**config.mk**
```make
export PLATFORM = sky130hd
export DESIGN_NAME = wheel_speed_sched
export DESIGN_NICKNAME = d
export VERILOG_FILES = /design/src/rtl/wheel_speed_sched.sv
export SDC_FILE = /design/constraint.sdc
export NUM_CORES = 1
export LEC_CHECK = 0
export CAP_MARGIN = 20
export CORE_MARGIN = 2
export CORE_UTILIZATION = 50
export DETAILED_ROUTE_END_ITERATION = 16
export PLACE_DENSITY_LB_ADDON = 0.05
export SYNTH_ARGS = -nofsm -noshare
export SYNTH_HDL_FRONTEND = slang
export SYNTH_SLANG_ARGS = --single-unit
```
**constraint.sdc**
```tcl
create_clock -name clk -period 8 [get_ports clk]
set_input_delay 1.6 -clock clk [delete_from_list [all_inputs] [get_ports clk]]
set_output_delay 1.6 -clock clk [all_outputs]
set_load 0.02 [all_outputs]
```
**src/rtl/wheel_speed_sched.sv**
```systemverilog
// Two-wheel speed sequencer: window timer, synchronised pulse counters, one shared
// scaling multiplier, serial binary-to-BCD conversion and stall detection.
module wheel_speed_sched #(
  parameter int CLK_HZ    = 50_000_000,
  parameter int GATE_MS   = 1000,
  parameter int SCALE     = 176,
  parameter int CNT_W     = 14,
  parameter int STALL_WIN = 4
) (
  input  logic        clk,
  input  logic        rst,
  input  logic        enc_a,
  input  logic        enc_b,
  input  logic        sel,
  output logic        win_end,
  output logic [13:0] speed_a,
  output logic [13:0] speed_b,
  output logic [3:0]  AX,
  output logic [3:0]  BX,
  output logic [3:0]  CX,
  output logic [3:0]  DX,
  output logic        valid,
  output logic        stall_a,
  output logic        stall_b,
  output logic        ovf
);

  localparam int GATE_CYC = CLK_HZ / 1000 * GATE_MS;
  localparam int TW       = $clog2(GATE_CYC);
  localparam int ZW       = $clog2(STALL_WIN + 1);
  localparam logic [TW-1:0]    T_LAST  = TW'(GATE_CYC - 1);
  localparam logic [CNT_W-1:0] CNT_MAX = '1;
  localparam logic [ZW-1:0]    Z_MAX   = '1;
  localparam logic [23:0]      CAP     = 24'd9999;

  typedef enum logic [2:0] {S_COUNT, S_MUL_A, S_MUL_B, S_CONV, S_UPD} state_t;

  function automatic logic [CNT_W-1:0] sat_inc(input logic [CNT_W-1:0] c, input logic e);
    return (e && (c != CNT_MAX)) ? c + CNT_W'(1) : c;
  endfunction

  function automatic logic [ZW-1:0] zero_run(input logic [ZW-1:0] z, input logic is_zero);
    if (!is_zero)        return '0;
    else if (z == Z_MAX) return z;
    else                 return z + ZW'(1);
  endfunction

  // {bcd[15:0], bin[13:0]}: add 3 to every BCD digit >= 5, then shift left by one
  function automatic logic [29:0] bcd_step(input logic [29:0] v);
    logic [29:0] t;
    t = v;
    for (int i = 0; i < 4; i++) begin
      if (t[14+4*i +: 4] >= 4'd5) t[14+4*i +: 4] = t[14+4*i +: 4] + 4'd3;
      else                        t[14+4*i +: 4] = t[14+4*i +: 4];
    end
    return {t[28:0], 1'b0};
  endfunction

  state_t            state_q, state_d;
  logic [1:0]        sync_a_q, sync_b_q;
  logic              prev_a_q, prev_b_q;
  logic [TW-1:0]     timer_q, timer_d;
  logic              win_end_q;
  logic [CNT_W-1:0]  cnt_a_q, cnt_a_d, cnt_b_q, cnt_b_d;
  logic [CNT_W-1:0]  snap_a_q, snap_a_d, snap_b_q, snap_b_d;
  logic [13:0]       res_a_q, res_a_d, res_b_q, res_b_d;
  logic              ovf_pend_q, ovf_pend_d;
  logic              sel_q, sel_d;
  logic [29:0]       shf_q, shf_d;
  logic [3:0]        it_q, it_d;
  logic [ZW-1:0]     zcnt_a_q, zcnt_a_d, zcnt_b_q, zcnt_b_d;
  logic [13:0]       speed_a_q, speed_a_d, speed_b_q, speed_b_d;
  logic [15:0]       dig_q, dig_d;
  logic              valid_q, valid_d, stall_a_q, stall_a_d, stall_b_q, stall_b_d, ovf_q, ovf_d;
  logic              edg_a_s, edg_b_s, prod_ovf_s;
  logic [CNT_W-1:0]  mul_in_s;
  logic [23:0]       prod_s;
  logic [13:0]       res_sat_s;

  assign edg_a_s    = sync_a_q[1] & ~prev_a_q;
  assign edg_b_s    = sync_b_q[1] & ~prev_b_q;
  assign mul_in_s   = (state_q == S_MUL_A) ? snap_a_q : snap_b_q;
  assign prod_s     = 24'(mul_in_s) * 24'(SCALE);
  assign prod_ovf_s = (prod_s > CAP);
  assign res_sat_s  = prod_ovf_s ? 14'd9999 : prod_s[13:0];

  // Window timer and pulse counters; an edge on the closing cycle lands in the snapshot
  always_comb begin
    timer_d  = (timer_q == T_LAST) ? '0 : timer_q + TW'(1);
    cnt_a_d  = sat_inc(cnt_a_q, edg_a_s);
    cnt_b_d  = sat_inc(cnt_b_q, edg_b_s);
    snap_a_d = snap_a_q;
    snap_b_d = snap_b_q;
    if (win_end_q) begin
      snap_a_d = cnt_a_d;
      snap_b_d = cnt_b_d;
      cnt_a_d  = '0;
      cnt_b_d  = '0;
    end else begin
      snap_a_d = snap_a_q;
      snap_b_d = snap_b_q;
    end
  end

  // Sequencer next state and datapath
  always_comb begin
    state_d    = state_q;
    res_a_d    = res_a_q;
    res_b_d    = res_b_q;
    ovf_pend_d = ovf_pend_q;
    sel_d      = sel_q;
    shf_d      = shf_q;
    it_d       = it_q;
    zcnt_a_d   = zcnt_a_q;
    zcnt_b_d   = zcnt_b_q;
    speed_a_d  = speed_a_q;
    speed_b_d  = speed_b_q;
    dig_d      = dig_q;
    stall_a_d  = stall_a_q;
    stall_b_d  = stall_b_q;
    ovf_d      = ovf_q;
    valid_d    = 1'b0;
    case (state_q)
      S_COUNT: begin
        if (win_end_q) begin
          state_d    = S_MUL_A;
          ovf_pend_d = (snap_a_d == CNT_MAX) | (snap_b_d == CNT_MAX);
        end else begin
          state_d    = S_COUNT;
        end
      end
      S_MUL_A: begin
        res_a_d    = res_sat_s;
        ovf_pend_d = ovf_pend_q | prod_ovf_s;
        state_d    = S_MUL_B;
      end
      S_MUL_B: begin
        res_b_d    = res_sat_s;
        ovf_pend_d = ovf_pend_q | prod_ovf_s;
        sel_d      = sel;
        shf_d      = {16'd0, (sel ? res_sat_s : res_a_q)};
        it_d       = 4'd0;
        state_d    = S_CONV;
      end
      S_CONV: begin
        shf_d = bcd_step(shf_q);
        it_d  = it_q + 4'd1;
        if (it_q == 4'd13) state_d = S_UPD;
        else               state_d = S_CONV;
      end
      S_UPD: begin
        zcnt_a_d  = zero_run(zcnt_a_q, snap_a_q == '0);
        zcnt_b_d  = zero_run(zcnt_b_q, snap_b_q == '0);
        stall_a_d = (zcnt_a_d >= ZW'(STALL_WIN));
        stall_b_d = (zcnt_b_d >= ZW'(STALL_WIN));
        speed_a_d = res_a_q;
        speed_b_d = res_b_q;
        dig_d     = (sel_q ? stall_b_d : stall_a_d) ? 16'd0 : shf_q[29:14];
        ovf_d     = ovf_pend_q;
        valid_d   = 1'b1;
        state_d   = S_COUNT;
      end
      default: state_d = S_COUNT;
    endcase
  end

  // State registers
  always_ff @(posedge clk or posedge rst) begin
    if (rst) begin
      state_q <= S_COUNT;
      sync_a_q <= 2'd0;  sync_b_q <= 2'd0;  prev_a_q <= 1'b0;  prev_b_q <= 1'b0;
      timer_q <= '0;     win_end_q <= 1'b0;
      cnt_a_q <= '0;     cnt_b_q <= '0;     snap_a_q <= '0;    snap_b_q <= '0;
      res_a_q <= 14'd0;  res_b_q <= 14'd0;  ovf_pend_q <= 1'b0; sel_q <= 1'b0;
      shf_q <= 30'd0;    it_q <= 4'd0;      zcnt_a_q <= '0;    zcnt_b_q <= '0;
      speed_a_q <= 14'd0; speed_b_q <= 14'd0; dig_q <= 16'd0;
      valid_q <= 1'b0;   stall_a_q <= 1'b0; stall_b_q <= 1'b0; ovf_q <= 1'b0;
    end else begin
      state_q <= state_d;
      sync_a_q <= {sync_a_q[0], enc_a};  sync_b_q <= {sync_b_q[0], enc_b};
      prev_a_q <= sync_a_q[1];           prev_b_q <= sync_b_q[1];
      timer_q <= timer_d;  win_end_q <= (timer_d == T_LAST);
      cnt_a_q <= cnt_a_d;  cnt_b_q <= cnt_b_d;  snap_a_q <= snap_a_d;  snap_b_q <= snap_b_d;
      res_a_q <= res_a_d;  res_b_q <= res_b_d;  ovf_pend_q <= ovf_pend_d;  sel_q <= sel_d;
      shf_q <= shf_d;      it_q <= it_d;        zcnt_a_q <= zcnt_a_d;  zcnt_b_q <= zcnt_b_d;
      speed_a_q <= speed_a_d;  speed_b_q <= speed_b_d;  dig_q <= dig_d;
      valid_q <= valid_d;  stall_a_q <= stall_a_d;  stall_b_q <= stall_b_d;  ovf_q <= ovf_d;
    end
  end

  assign win_end          = win_end_q;
  assign speed_a          = speed_a_q;
  assign speed_b          = speed_b_q;
  assign {AX, BX, CX, DX} = dig_q;
  assign valid            = valid_q;
  assign stall_a          = stall_a_q;
  assign stall_b          = stall_b_q;
  assign ovf              = ovf_q;

endmodule

```
==> results.toml <==
[run_status]
status = "finished, final reports clean"

[yosys]
synth_top_cell_by_area = "dfrtp_1"
yosys-top-cells-area = "dfrtp_1 (47%), ha_1 (5.9%), nand2_1 (5.9%)"
syn_avg_cell_area_sq_um = 9.435
synth-compound-area-share_pct = 12.61
synthAdderAreaFrac_pct = 7.844
synth_edf_count = 0
ys_seq_elements = 196
synthTopCellsByCount = "dfrtp_1 (196), nand2_1 (162), nor2_1 (107)"
netlist_instances = 1099
syn_area_sq_um = 10370
synth_top_area_share_pct = 47.30
synth_mux_area_share_pct = 1.641
ys_seq_area_share_pct = 47.30
ys.warnings.count = 0
yosys_most_used_dff = "dfrtp_1"
synth_top_family_by_area = "simple AND/OR/NAND/NOR gates"
synth_cell_types = 73
synth_nets = 1163
yosys.area_share.simple_pct = 20.80
yosysMostFrequentCell = "dfrtp_1"
async_flop_share_pct = 100.0
synth_xor_xnor_area_share_pct = 4.899

[power]
peakVddDrop_mv = 0.1418
p_leak_nw = 5.578
p_per_area_nw_per_um2 = 168.8

[timing]
rsz0062_at_grt = "false"
slew_violations = 0
slew_headroom_pct = 30.36
setup_viol = 0
finalSetupTns_ns = 0
worst_pin_slew_ns = 1.041
worst_slack_ns = 2.458
layout_min_cycle_time_ns = 5.542
hold_viol_final = 0
fin_skew_ns = 0.01419
finalCritPeriodShare_pct = 69.28
max_freq_ghz = 0.1804

[floorplanning]
die_x_um = 148.0
pin_count = 54
std_cell_rows = 52
start_util_pct = 51.08
die_h_um = 148.0
dieArea_sq_um = 21910
core-area_sq_um = 20300

[finish]
antenna_cells = 0
seq_area_sq_um = 4906
fin_nets = 1193
final_cells = 1411
layout-drive-gt1-share_pct = 6.573
areaGrowthSynthToFinish_pct = 12.44
multi_input_area_sq_um = 4964
nFillCells = 1858

[placed_design]
dp.cells = 1379
dp_hpwl_um = 15970
place.gp.congestion = 0.9008
preCtsSetupSlack_ns = 2.208
io_buffers = 53

[clock_tree]
clk_pin_slew_ns = 0.07
cts.sinks = 196
numCtsBuffers = 17
cts_resized = 0
cts_tree = "done"
cts_root_buf = "clkbuf_16"
clkLatencyLatePin_ns = 0.44
clk_path_buf_depth = 2
post_cts_buffers = 0
ctsHtreeMaxLevel = 4
holdBufCountCts = 0

[drt]
wirelength_um = 22700
antenna_left = 0
drtIter0Drc = 425
vias = 7792
dr.pass1.iters = 5
avgViaCountPerCell = 5.522
drc = 0
routedWlPerCell_um = 16.09

[setup_path]
critPathLaunchType = "flop"
reg2reg_from = "state_q[1]$_DFF_PP0_"
critical_path_class = "reg -> reg"
regToRegEndpoint = "shf_q[1]$_DFFE_PP0P_"
r2r_slack_ns = 2.46
arrival_ns = 5.83
critPathRequiredTime_ns = 8.29
rr_worst_depth = 16
crit_fanout = 23
end_kind = "flop"

[global_route]
grt_pass1_vias = 7654
grt_start_max_net_pins = 133
antenna_found_initial = 0
track_usage_pct = 21.82
grt_pass1_wl_um = 38670
grt-ovfl-total = 0

[min_path]
hold_depth = 0
holdCritPathClass = "reg -> reg"
hold_end = "sync_b_q[1]$_DFF_PP0_"
worstHoldStart = "sync_b_q[0]$_DFF_PP0_"

[run]
maxCapViolCount = 0
-- worst max path at each step --
stage                         startpoint                     end  slack, ns
floorplan                            rst    cnt_a_q[0]$_DFF_PP0_       1.06
finish              state_q[1]$_DFF_PP0_    shf_q[1]$_DFFE_PP0P_       2.46
detailed placement  state_q[1]$_DFF_PP0_  res_b_q[3]$_DFFE_PP0P_       2.21
global placement    state_q[1]$_DFF_PP0_  res_a_q[3]$_DFFE_PP0N_       2.35
global route        state_q[1]$_DFF_PP0_    shf_q[3]$_DFFE_PP0P_       2.11
CTS                 state_q[1]$_DFF_PP0_  res_a_q[3]$_DFFE_PP0N_       2.23
-- report_power, final --
part / internal, mW / total [mW] / switching [mW] / leakage (nW)
combinational: 0.0366 / 0.0996 / 0.0630 / 2.69
clock: 0.416 / 0.820 / 0.403 / 0.267
sequential: 1.02 / 1.05 / 0.0283 / 2.62
total: 1.47 / 1.97 / 0.495 / 5.58
-- state kept, by name, indices dropped and copies added, names as in the netlist, 4 cells and up --
register / count
cnt_a_q: 14
cnt_b_q: 14
dig_q: 16
it_q: 4
res_a_q: 11
res_b_q: 11
shf_q: 30
snap_a_q: 14
snap_b_q: 14
speed_a: 11
speed_b: 11
timer_q: 26
-- worst max-delay path, cell delays in order, from the launching register on --
cell,delay (ns)
dfrtp_1,0.45
or3b_2,0.75
mux2i_1,0.34
inv_1,0.11
ha_1,0.29
inv_1,0.05
fa_1,0.49
inv_1,0.04
ha_1,0.37
a21oi_1,0.22
o21ai_1,0.14
a221o_1,0.33
a31o_2,0.22
mux2i_1,0.11
or4_4,0.62
o31ai_1,0.69
o22ai_1,0.16
-- layout by cell type (no fill, tap or decap), types with 5 or more instances in the layout --
cell | Yosys | final
xor2_1 | 36 | 36
o21ai_0 | 36 | 36
a31o_2 | 6 | 6
inv_1 | 74 | 73
or4_1 | 5 | 5
nand4_1 | 21 | 21
a22o_1 | 22 | 22
nor3b_1 | 12 | 11
dfrtp_1 | 196 | 195
nand3_1 | 43 | 43
mux2i_1 | 8 | 8
clkbuf_16 | 0 | 17
fa_1 | 10 | 10
nor2_1 | 107 | 107
nand2b_1 | 12 | 12
buf_4 | 6 | 10
nand2_1 | 162 | 162
a21oi_1 | 60 | 60
mux2_2 | 8 | 8
nor4_1 | 11 | 11
clkdlybuf4s50_1 | 0 | 53
a211oi_1 | 7 | 7
ha_1 | 49 | 49
a31oi_1 | 16 | 16
and3_1 | 11 | 11
nor3_1 | 14 | 14
and4_1 | 11 | 11
and2_1 | 8 | 8
o22ai_1 | 11 | 11
xnor2_1 | 22 | 22
-- final cells by class --
class	count	share of cell area, %
Multi-Input combinational cell	777	42.57
Sequential cell	196	42.08
Timing Repair Buffer	63	5.194
Clock buffer	18	3.767
Tap cell	270	2.898
Clock inverter	13	1.041
Inverter	74	2.447
-- cells by family (layout without fill, tap and decap cells) --
group | after synthesis | in the layout
multiplexers | 16 | 16
buffers and inverters | 126 | 168
XOR/XNOR | 58 | 58
AO/OA/AOI/OAI | 199 | 199
AND/OR/NAND/NOR | 445 | 445
flip-flops | 196 | 196
adder cells (fa/ha/maj) | 59 | 59
-- metal layers --
metal / share of wire, % / up-vias / GRT usage [%]
met5: 0 / - / 0
met4: 1.5 / 0 / 6.667
met3: 2.9 / 19 / 3.210
met2: 45 / 115 / 33.31
met1: 50 / 3796 / 32.36
li1: - / 3862 / -
-- per-stage QoR --
step                area (sq um)  util, %  power, mW  hold slack, ns
finish                     11660    57.43      1.968          0.3501
global route               11660    57.43      2.060          0.3631
CTS                        11650    57.40      1.993          0.3539
detailed placement         11090    54.64      1.170          0.3364
global placement           11090    54.64      1.168          0.3326
floorplan                  10370        -      1.140          0.3312
Power figures use the tool's default switching activity.
